## src/rtl/axi_lite_row_loader_if.sv

```systemverilog
// AXI4-Lite write/read channel bundle between the row loader (master) and the
// pixel generator register file (slave).
interface axi_lite_row_loader_if #(
    parameter int ADDR_WIDTH = 8
);
    logic [ADDR_WIDTH-1:0] awaddr;
    logic                  awvalid;
    logic                  awready;
    logic [31:0]           wdata;
    logic                  wvalid;
    logic                  wready;
    logic [1:0]            bresp;
    logic                  bvalid;
    logic                  bready;
    logic [ADDR_WIDTH-1:0] araddr;
    logic                  arvalid;
    logic                  arready;
    logic [31:0]           rdata;
    logic [1:0]            rresp;
    logic                  rvalid;
    logic                  rready;

    modport master (
        output awaddr, awvalid, input awready,
        output wdata, wvalid, input wready,
        input bresp, bvalid, output bready,
        output araddr, arvalid, input arready,
        input rdata, rresp, rvalid, output rready
    );

    modport slave (
        input awaddr, awvalid, output awready,
        input wdata, wvalid, output wready,
        output bresp, bvalid, input bready,
        input araddr, arvalid, output arready,
        output rdata, rresp, rvalid, input rready
    );
endinterface

```

## src/rtl/axi_lite_row_loader.sv

```systemverilog
// AXI4-Lite initiator: writes one grid row as 32-bit words, then sets the row-ready flag.
// Define LOADER_READBACK_EN to verify every word by reading it back before the flag write.
module axi_lite_row_loader #(
    parameter int AXI_LITE_ADDR_WIDTH = 8,
    parameter int ROW_WIDTH           = 1280,
    parameter int BASE_ADDR           = 0,
    parameter int FLAG_INDEX          = 41
) (
    input  logic                 m_axi_lite_aclk,
    input  logic                 axi_resetn,
    input  logic [ROW_WIDTH-1:0] row_data,
    input  logic                 row_valid,
    output logic                 row_ready,
    output logic                 done,
    output logic                 err,
    axi_lite_row_loader_if.master m_axi_lite
);
    localparam int         WORDS     = ROW_WIDTH / 32;
    localparam int         IDX_W     = $clog2(WORDS + 1);
    localparam logic [1:0] RESP_OKAY = 2'b00;

    typedef enum logic [2:0] {IDLE, WR_REQ, WR_RESP, RD_REQ, RD_RESP, DONE} state_t;

    state_t                   state_reg, state_next;
    logic [ROW_WIDTH-1:0]     row_reg;
    logic [IDX_W-1:0]         idx_reg;
    logic                     aw_done_reg, w_done_reg, err_reg;
    logic [31:0]              row_word [WORDS];
    logic                     aw_hs, w_hs, wr_req_done, is_flag, b_ok;
    logic [AXI_LITE_ADDR_WIDTH-1:0] wr_addr;
    logic [31:0]              wr_word;

    function automatic logic [AXI_LITE_ADDR_WIDTH-1:0] reg_addr(input int index);
        return AXI_LITE_ADDR_WIDTH'(BASE_ADDR + 4 * index);
    endfunction

    // Word 0 is the leftmost 32 bits of the row.
    generate
        for (genvar gi = 0; gi < WORDS; gi++) begin : g_word
            assign row_word[gi] = row_reg[ROW_WIDTH-1-32*gi -: 32];
        end
    endgenerate

    assign is_flag     = (idx_reg == IDX_W'(WORDS));
    assign b_ok        = (m_axi_lite.bresp == RESP_OKAY);
    assign aw_hs       = (state_reg == WR_REQ) && !aw_done_reg && m_axi_lite.awready;
    assign w_hs        = (state_reg == WR_REQ) && !w_done_reg && m_axi_lite.wready;
    assign wr_req_done = (aw_done_reg || aw_hs) && (w_done_reg || w_hs);
    assign wr_addr     = is_flag ? reg_addr(FLAG_INDEX) : reg_addr(int'(idx_reg));
    assign wr_word     = is_flag ? 32'h1 : row_word[idx_reg];

`ifdef LOADER_READBACK_EN
    logic [IDX_W-1:0] rd_idx_reg;
    logic             rd_bad, rd_last, wr_last;

    assign wr_last = (idx_reg == IDX_W'(WORDS - 1));
    assign rd_last = (rd_idx_reg == IDX_W'(WORDS - 1));
    assign rd_bad  = (m_axi_lite.rresp != RESP_OKAY) || (m_axi_lite.rdata != row_word[rd_idx_reg]);

    always_ff @(posedge m_axi_lite_aclk or negedge axi_resetn) begin
        if (!axi_resetn) begin
            rd_idx_reg <= '0;
        end else if (state_reg == IDLE && row_valid) begin
            rd_idx_reg <= '0;
        end else if (state_reg == RD_RESP && m_axi_lite.rvalid && !rd_bad) begin
            rd_idx_reg <= rd_idx_reg + 1'b1;
        end
    end
`else
    logic unused_rd;
    assign unused_rd = ^{m_axi_lite.arready, m_axi_lite.rdata, m_axi_lite.rresp, m_axi_lite.rvalid};
`endif

    always_ff @(posedge m_axi_lite_aclk or negedge axi_resetn) begin
        if (!axi_resetn) begin
            state_reg <= IDLE;
        end else begin
            state_reg <= state_next;
        end
    end

    always_comb begin
        state_next = state_reg;
        case (state_reg)
            IDLE:    if (row_valid) state_next = WR_REQ;
            WR_REQ:  if (wr_req_done) state_next = WR_RESP;
            WR_RESP: begin
                if (m_axi_lite.bvalid) begin
                    if (!b_ok || is_flag) state_next = DONE;
`ifdef LOADER_READBACK_EN
                    else if (wr_last) state_next = RD_REQ;
`endif
                    else state_next = WR_REQ;
                end
            end
`ifdef LOADER_READBACK_EN
            RD_REQ:  if (m_axi_lite.arready) state_next = RD_RESP;
            RD_RESP: begin
                if (m_axi_lite.rvalid) begin
                    if (rd_bad) state_next = DONE;
                    else if (rd_last) state_next = WR_REQ;
                    else state_next = RD_REQ;
                end
            end
`endif
            DONE:    state_next = IDLE;
            default: state_next = IDLE;
        endcase
    end

    // Per-channel completion flags let AW and W be accepted in either order.
    always_ff @(posedge m_axi_lite_aclk or negedge axi_resetn) begin
        if (!axi_resetn) begin
            row_reg     <= '0;
            idx_reg     <= '0;
            aw_done_reg <= 1'b0;
            w_done_reg  <= 1'b0;
            err_reg     <= 1'b0;
        end else begin
            if (state_reg != WR_REQ) begin
                aw_done_reg <= 1'b0;
                w_done_reg  <= 1'b0;
            end else begin
                if (aw_hs) aw_done_reg <= 1'b1;
                if (w_hs)  w_done_reg  <= 1'b1;
            end
            case (state_reg)
                IDLE: begin
                    if (row_valid) begin
                        row_reg <= row_data;
                        idx_reg <= '0;
                        err_reg <= 1'b0;
                    end
                end
                WR_RESP: begin
                    if (m_axi_lite.bvalid) begin
                        if (!b_ok) err_reg <= 1'b1;
                        else       idx_reg <= idx_reg + 1'b1;
                    end
                end
`ifdef LOADER_READBACK_EN
                RD_RESP: if (m_axi_lite.rvalid && rd_bad) err_reg <= 1'b1;
`endif
                default: ;
            endcase
        end
    end

    always_comb begin
        row_ready          = (state_reg == IDLE);
        done               = (state_reg == DONE);
        err                = err_reg;
        m_axi_lite.awvalid = (state_reg == WR_REQ) && !aw_done_reg;
        m_axi_lite.wvalid  = (state_reg == WR_REQ) && !w_done_reg;
        m_axi_lite.awaddr  = (state_reg == WR_REQ) ? wr_addr : '0;
        m_axi_lite.wdata   = (state_reg == WR_REQ) ? wr_word : 32'h0;
        m_axi_lite.bready  = (state_reg == WR_RESP);
`ifdef LOADER_READBACK_EN
        m_axi_lite.arvalid = (state_reg == RD_REQ);
        m_axi_lite.araddr  = (state_reg == RD_REQ) ? reg_addr(int'(rd_idx_reg)) : '0;
        m_axi_lite.rready  = (state_reg == RD_RESP);
`else
        m_axi_lite.arvalid = 1'b0;
        m_axi_lite.araddr  = '0;
        m_axi_lite.rready  = 1'b0;
`endif
    end
endmodule

```

## src/flat_wrapper.sv

```systemverilog
// flat-port wrapper written by rule: the top's interface ports become plain ports
module axi_lite_row_loader_flat 
#(
    parameter int AXI_LITE_ADDR_WIDTH = 8,
    parameter int ROW_WIDTH           = 1280,
    parameter int BASE_ADDR           = 0,
    parameter int FLAG_INDEX          = 41
)
  (m_axi_lite_aclk, axi_resetn, row_data, row_valid, row_ready, done, err, m_axi_lite_awaddr, m_axi_lite_awvalid, m_axi_lite_awready, m_axi_lite_wdata, m_axi_lite_wvalid, m_axi_lite_wready, m_axi_lite_bresp, m_axi_lite_bvalid, m_axi_lite_bready, m_axi_lite_araddr, m_axi_lite_arvalid, m_axi_lite_arready, m_axi_lite_rdata, m_axi_lite_rresp, m_axi_lite_rvalid, m_axi_lite_rready);
  axi_lite_row_loader_if #(.ADDR_WIDTH((8))) m_axi_lite_i ();
  input  logic m_axi_lite_aclk;
  input  logic axi_resetn;
  input  logic [ROW_WIDTH-1:0] row_data;
  input  logic row_valid;
  output logic row_ready;
  output logic done;
  output logic err;
  output wire logic [$bits(m_axi_lite_i.awaddr)-1:0] m_axi_lite_awaddr;
  output wire logic [$bits(m_axi_lite_i.awvalid)-1:0] m_axi_lite_awvalid;
  input wire logic [$bits(m_axi_lite_i.awready)-1:0] m_axi_lite_awready;
  output wire logic [$bits(m_axi_lite_i.wdata)-1:0] m_axi_lite_wdata;
  output wire logic [$bits(m_axi_lite_i.wvalid)-1:0] m_axi_lite_wvalid;
  input wire logic [$bits(m_axi_lite_i.wready)-1:0] m_axi_lite_wready;
  input wire logic [$bits(m_axi_lite_i.bresp)-1:0] m_axi_lite_bresp;
  input wire logic [$bits(m_axi_lite_i.bvalid)-1:0] m_axi_lite_bvalid;
  output wire logic [$bits(m_axi_lite_i.bready)-1:0] m_axi_lite_bready;
  output wire logic [$bits(m_axi_lite_i.araddr)-1:0] m_axi_lite_araddr;
  output wire logic [$bits(m_axi_lite_i.arvalid)-1:0] m_axi_lite_arvalid;
  input wire logic [$bits(m_axi_lite_i.arready)-1:0] m_axi_lite_arready;
  input wire logic [$bits(m_axi_lite_i.rdata)-1:0] m_axi_lite_rdata;
  input wire logic [$bits(m_axi_lite_i.rresp)-1:0] m_axi_lite_rresp;
  input wire logic [$bits(m_axi_lite_i.rvalid)-1:0] m_axi_lite_rvalid;
  output wire logic [$bits(m_axi_lite_i.rready)-1:0] m_axi_lite_rready;
  assign m_axi_lite_awaddr = m_axi_lite_i.awaddr;
  assign m_axi_lite_awvalid = m_axi_lite_i.awvalid;
  assign m_axi_lite_i.awready = m_axi_lite_awready;
  assign m_axi_lite_wdata = m_axi_lite_i.wdata;
  assign m_axi_lite_wvalid = m_axi_lite_i.wvalid;
  assign m_axi_lite_i.wready = m_axi_lite_wready;
  assign m_axi_lite_i.bresp = m_axi_lite_bresp;
  assign m_axi_lite_i.bvalid = m_axi_lite_bvalid;
  assign m_axi_lite_bready = m_axi_lite_i.bready;
  assign m_axi_lite_araddr = m_axi_lite_i.araddr;
  assign m_axi_lite_arvalid = m_axi_lite_i.arvalid;
  assign m_axi_lite_i.arready = m_axi_lite_arready;
  assign m_axi_lite_i.rdata = m_axi_lite_rdata;
  assign m_axi_lite_i.rresp = m_axi_lite_rresp;
  assign m_axi_lite_i.rvalid = m_axi_lite_rvalid;
  assign m_axi_lite_rready = m_axi_lite_i.rready;
  axi_lite_row_loader #(.AXI_LITE_ADDR_WIDTH(AXI_LITE_ADDR_WIDTH), .ROW_WIDTH(ROW_WIDTH), .BASE_ADDR(BASE_ADDR), .FLAG_INDEX(FLAG_INDEX)) u_core (.m_axi_lite_aclk(m_axi_lite_aclk), .axi_resetn(axi_resetn), .row_data(row_data), .row_valid(row_valid), .row_ready(row_ready), .done(done), .err(err), .m_axi_lite(m_axi_lite_i));
endmodule
```

## config.mk

```make
export PLATFORM = sky130hd
export DESIGN_NAME = axi_lite_row_loader_flat
export DESIGN_NICKNAME = d
export VERILOG_FILES = /design/src/rtl/axi_lite_row_loader_if.sv /design/src/rtl/axi_lite_row_loader.sv /design/src/flat_wrapper.sv
export SDC_FILE = /design/constraint.sdc
export NUM_CORES = 2
export LEC_CHECK = 0
export BUFFER_PORTS_ARGS = -buffer_cell sky130_fd_sc_hd__buf_2
export CAP_MARGIN = 20
export CORE_AREA = 2 2 544 546
export DETAILED_ROUTE_END_ITERATION = 16
export DIE_AREA = 0 0 546 548
export PLACE_DENSITY = 0.39
export SETUP_SLACK_MARGIN = 0.02
export SYNTH_ARGS = -nofsm -noshare
export SYNTH_HDL_FRONTEND = slang
export SYNTH_SLANG_ARGS = --single-unit
```

## constraint.sdc

```tcl
create_clock -name m_axi_lite_aclk -period 5.75 [get_ports m_axi_lite_aclk]
set_input_delay 0.8625 -clock m_axi_lite_aclk [delete_from_list [all_inputs] [get_ports m_axi_lite_aclk]]
set_output_delay 0.8625 -clock m_axi_lite_aclk [all_outputs]
set_load 0.01 [all_outputs]
```

After elaboration in Yosys (flattened, before gate mapping)
Index checks and enable logic that the tools add are counted.
{"block": "op_classes", "n_addsub": 1, "magnitude_cmp": 1, "eq_ne": 10, "n_mux": 24, "bitwise": 1, "reduce_logical": 20}
{"operator": "binary-select mux 32 bit (select 6 bit)", "count": 1}
{"operator": "2-to-1 mux 32 bit", "count": 4}
{"operator": "2-to-1 mux 6 bit", "count": 3}
{"operator": "2-to-1 mux 8 bit", "count": 2}
{"operator": "2-to-1 mux 3 bit", "count": 4}
{"operator": "one-hot mux 6 bit (2 select lines)", "count": 1}
{"operator": "one-hot mux 3 bit (3 select lines)", "count": 1}
{"operator": "AND reduction 4 bit", "count": 2}
{"operator": "greater-or-equal comparator 7 bit, second input constant", "count": 1}
{"operator": "2-to-1 mux 1 bit", "count": 7}
{"operator": "NOT 6 -> 7 bit", "count": 1}
{"operator": "adder 6 x 1 -> 6 bit, second input constant", "count": 1}
{"operator": "== test 6 bit, second input constant", "count": 1}
{"operator": "inequality test 2 bit, second input constant", "count": 3}
{"operator": "nonzero test 2 bit", "count": 3}
{"operator": "logical AND 1 bit", "count": 5}
{"operator": "inequality test 2 x 1 -> 1 bit, second input constant", "count": 2}
{"operator": "== test 3 x 1 -> 1 bit, second input constant", "count": 1}
{"operator": "== test 3 x 2 -> 1 bit, second input constant", "count": 1}
{"operator": "== test 3 bit, second input constant", "count": 1}
{"operator": "zero test 1 bit", "count": 3}
{"operator": "zero test 3 bit", "count": 1}
{"operator": "logical OR 1 bit", "count": 3}
{"operator": "inequality test 3 x 1 -> 1 bit, second input constant", "count": 1}
{"operator": "other kinds (4)", "count": 4}
{"block": "totals", "ff_bits": 1292, "in_bits": 1324, "output_inout_bits": 56, "elab_cells": 63}

Longest topological paths before layout
{"block": "depth", "depth_word": 7, "mapped_depth": 9, "ltp_nobuf": 5}

Least setup slack after synthesis
Ideal clock, no wire load.
{"block": "synth_timing", "kind": "register to output", "from": "register u_core.idx_reg[0]", "to": "output m_axi_lite_wdata[1]", "arrival_ns": 2.009, "required_time_ns": 4.888, "slack_ns": 2.878, "path_stages_with_launch": 9, "n_path_buf": 4, "path_cell_list": "dfrtp_1 > buf_6 > buf_6 > buf_6 > buf_2 > mux4_2 > mux2_2 > nand2_1 > o31ai_1"}
{"block": "synth_between", "elab_chain_cells": 6, "elab_cells_between_ends": 7, "classes_between": "eq/ne: 1; mux: 5; bitwise: 1"}
{"element": "from (decl)", "line_no": "axi_lite_row_loader.sv:26", "source": "logic [IDX_W-1:0] idx_reg;"}
{"element": "from (signal assigned)", "line_no": "axi_lite_row_loader.sv:138", "source": "else idx_reg <= idx_reg + 1'b1;"}
{"element": "NOT 6 -> 7 bit (implied by the code)", "line_no": "axi_lite_row_loader.sv:50", "source": "assign wr_word = is_flag ? 32'h1 : row_word[idx_reg];"}
{"element": "binary-select mux 32 bit (select 6 bit)", "line_no": "axi_lite_row_loader.sv:50"}
{"element": "2-to-1 mux 32 bit (implied by the code) (2 in a row)", "line_no": "axi_lite_row_loader.sv:50"}
{"element": "2-to-1 mux 32 bit (*)", "line_no": "axi_lite_row_loader.sv:50"}
{"element": "2-to-1 mux 32 bit (*)", "line_no": "axi_lite_row_loader.sv:156", "source": "m_axi_lite.wdata = (state_reg == WR_REQ) ? wr_word : 32'h0;"}
{"element": "to (decl)", "line_no": "flat_wrapper.sv:21", "source": "output wire logic [$bits(m_axi_lite_i.wdata)-1:0] m_axi_lite_wdata;"}
Mark *: on every way between the ends. The rest lies on a longest branch, timed or not. The select of a mux whose other input is x is not followed.

Worst setup path in the final report
{"block": "layout_timing", "from": "register u_core.idx_reg[0]", "to": "output m_axi_lite_wdata[22]"}
The elaborated chain is that of the path after synthesis.

==> results.py <==
metrics = {
    "run_status": {
        "status": "finished clean",
    },
    "cells_and_area": {
        "largest_reg_flops": 1280,
        "layout_commonest_cell": "nand2_1",
        "area_growth_pct": 28.85,
        "layout_common_cells": "nand2_1 (3,882), buf_2 (1,330), dfrtp_1 (1,288)",
        "fin_nets": 8862,
        "fin_cells": 11637,
        "drive_above_1_share": 0.2696,
    },
    "yosys": {
        "ys_seq_area_frac": 0.5529,
        "ys_seq_elements": 1292,
        "yosys_most_used_dff": "dfrtp_1",
        "syn_area_mm2": 0.05848,
        "ys_types": 45,
        "netlist_instances": 6305,
        "avgSynthCellArea_um2": 9.275,
        "synth_async_sr_flop_share": 1.000,
        "synth-edff-count": 0,
        "yosys_warnings": 0,
    },
    "route": {
        "dr.first_iter.drc_count": 3824,
        "drtPass1Iterations": 6,
        "totalWireLength_um": 302300,
        "drc_errors": 0,
        "detail-route-antenna-nets": 0,
        "avgViaCountPerCell": 4.342,
        "num_vias": 50531,
        "post_drt_wl_per_cell_um": 25.98,
    },
    "critical_path": {
        "path_max_fanout": 24,
        "path_delay_family": "compound AO/OA/AOI/OAI gates",
        "required_ps": 4890,
        "critical_path_class": "reg2out",
        "path_common_cell": "buf_4",
        "crit_path_top_delay_cell": "o22ai_1",
        "crit_arrival_ps": 4660,
        "startpoint_type": "flop",
        "cpPeakStageDelay_ps": 860,
        "path_buf_inv": 4,
        "path_depth": 8,
        "reg2reg_depth": 5,
        "cp_cell_sequence": "buf_4 > buf_4 > mux2i_1 > o22ai_1 > a2111oi_2 > buf_4 > o31ai_1 > buf_2",
        "crit_path_end_kind": "output port",
    },
    "timing": {
        "max_freq_mhz": 181.0,
        "finalSetupViolations": 0,
        "finClkSkew_ps": 53.48,
        "rsz0062_at_grt": "false",
        "worst_pin_slew_ps": 1235,
        "tns_ps": 0,
        "period_needed_ps": 5523,
        "slew_headroom": 0.1766,
        "hold_viol": 0,
        "slew_violations": 0,
        "fin_crit_sh": 0.9606,
    },
    "grt": {
        "grt_pass1_vias": 52612,
        "grt_overflow": 0,
        "grt_antenna_before_repair": 211,
        "grt_usage": 0.1971,
        "grt_max_degree": 202,
        "grt_pass1_wl_um": 416100,
    },
    "clocking": {
        "cts_buffer_depth": 4,
        "clock_latency_ps": 830,
        "cts_buffers": 164,
        "htree_num_levels": 4,
        "path_clk_slew_ps": 60,
        "cts_root_buf": "clkbuf_16",
        "cts_tree": "built",
        "clock-sinks": 1292,
    },
    "placement": {
        "io_buffers": 1331,
        "dp_cells": 11289,
        "hpwl_um": 237600,
        "routabilityCongestion": 0.8631,
    },
    "power_and_ir_drop": {
        "p_leak_nw": 38.38,
        "power_mw": 43.86,
        "ir_worst_vdd_mv": 0.4346,
        "powerDensity_mw_per_mm2": 582.1,
    },
    "floorplanning": {
        "die_area_mm2": 0.2992,
        "row_count": 199,
        "core-area_mm2": 0.2931,
        "die_h_um": 548,
        "chipWidth_um": 546,
        "ioPinCount": 1380,
        "start_util": 0.1995,
    },
    "min_path": {
        "hold_class": "in2async",
    },
    "flow_run": {
        "maxCapViolations": 0,
    },
}
-- final timing paths --
check / to / start / slack [ps]
setup / recovery: m_axi_lite_wdata[22] / u_core.idx_reg[0] / 230
hold / removal: u_core.row_reg[1100] / axi_resetn / 110
setup reg to reg: u_core.row_reg[507] / u_core.state_reg[2] / 2700
hold reg to reg: u_core.row_reg[523] / u_core.row_reg[523] / 470
max in group asynchronous: u_core.row_reg[226] / axi_resetn / 4080
min in group m_axi_lite_aclk: u_core.row_reg[750] / row_data[750] / 210
-- routing by layer --
| metal | part of all wire | vias to the layer above | global-route usage |
|---|---|---|---|
| met5 | 0.0022 | - | 0 |
| met1 | 0.43 | 25231 | 0.2589 |
| met4 | 0.035 | 106 | 0.06346 |
| met3 | 0.076 | 525 | 0.05388 |
| met2 | 0.46 | 1872 | 0.3129 |
| li1 | - | 22797 | - |
-- power by group --
group	switching (mW)	internal, mW
Combinational	10.7	6.42
Clock	4.33	6.15
Sequential	2.77	13.5
-- final cells by class --
| class | count | area, µm² |
|---|---|---|
| diodes | 59 | 147.6 |
| flip-flops and latches | 1292 | 32350 |
| repair buffers | 1479 | 8092 |
| clock inverters | 48 | 508.0 |
| clock buffers | 241 | 4866 |
| multi-input cells | 4594 | 24460 |
| inverters | 5 | 18.77 |
| fillers | 32125 | 217700 |
| well taps | 3919 | 4903 |
-- through the flow --
| step | setup slack [ps] | hold WS, ps | utilization | instance area [µm²] |
|---|---|---|---|---|
| after floorplan | 2878 | 440.3 | - | 58520 |
| after global placement | 879.9 | 453.2 | 0.2382 | 69810 |
| after detailed placement | 880.9 | 457.1 | 0.2382 | 69810 |
| after CTS | 36.31 | 81.53 | 0.2566 | 75190 |
| after global routing | 119.4 | 113.4 | 0.2568 | 75250 |
| final | 226.6 | 114.5 | 0.2571 | 75350 |
-- kinds of logic (layout without fill, tap and decap cells) --
kind of cell             count (synthesis)  after routing  synth area share
AND/OR/NAND/NOR                       3923           3923            0.2530
flip-flops                            1292           1292            0.5529
buffers and inverters                  430           1773           0.03329
multiplexers                           420            420            0.1274
AO/OA/AOI/OAI                          237            237           0.03295
adder cells (fa/ha/maj)                  2              2         0.0004279
other                                    1             71        0.00006413
-- cell usage after synthesis, drive strengths merged (2+ instances only) --
cell	n	area, µm²
a2111oi	31	324.1
a211oi	31	232.7
a21oi	7	35.03
a22o	62	543.0
and2	3	18.77
and3	3	18.77
buf	140	858.3
clkbuf	285	1070
dfrtp	1292	32330
ha	2	25.02
inv	5	18.76
mux2	32	360.4
mux2i	132	1321
mux4	256	5766
nand2	3882	14570
nand2b	2	12.51
nand3	4	20.02
nand4b	2	17.52
nor2	14	52.55
nor2b	2	12.51
nor3	4	20.02
o21ai	4	20.02
o221ai	31	271.5
o22ai	31	193.9
o31ai	33	247.7
or4	3	22.52
-- timing repair --
item                       in CTS  in global routing
resized for setup               1                  1
hold endpoints to repair        0                  0
buffers inserted                0                  0
setup endpoints to repair       1                  1
hold buffers                    0                  0
No activity file was read; power rests on OpenSTA's default activity.
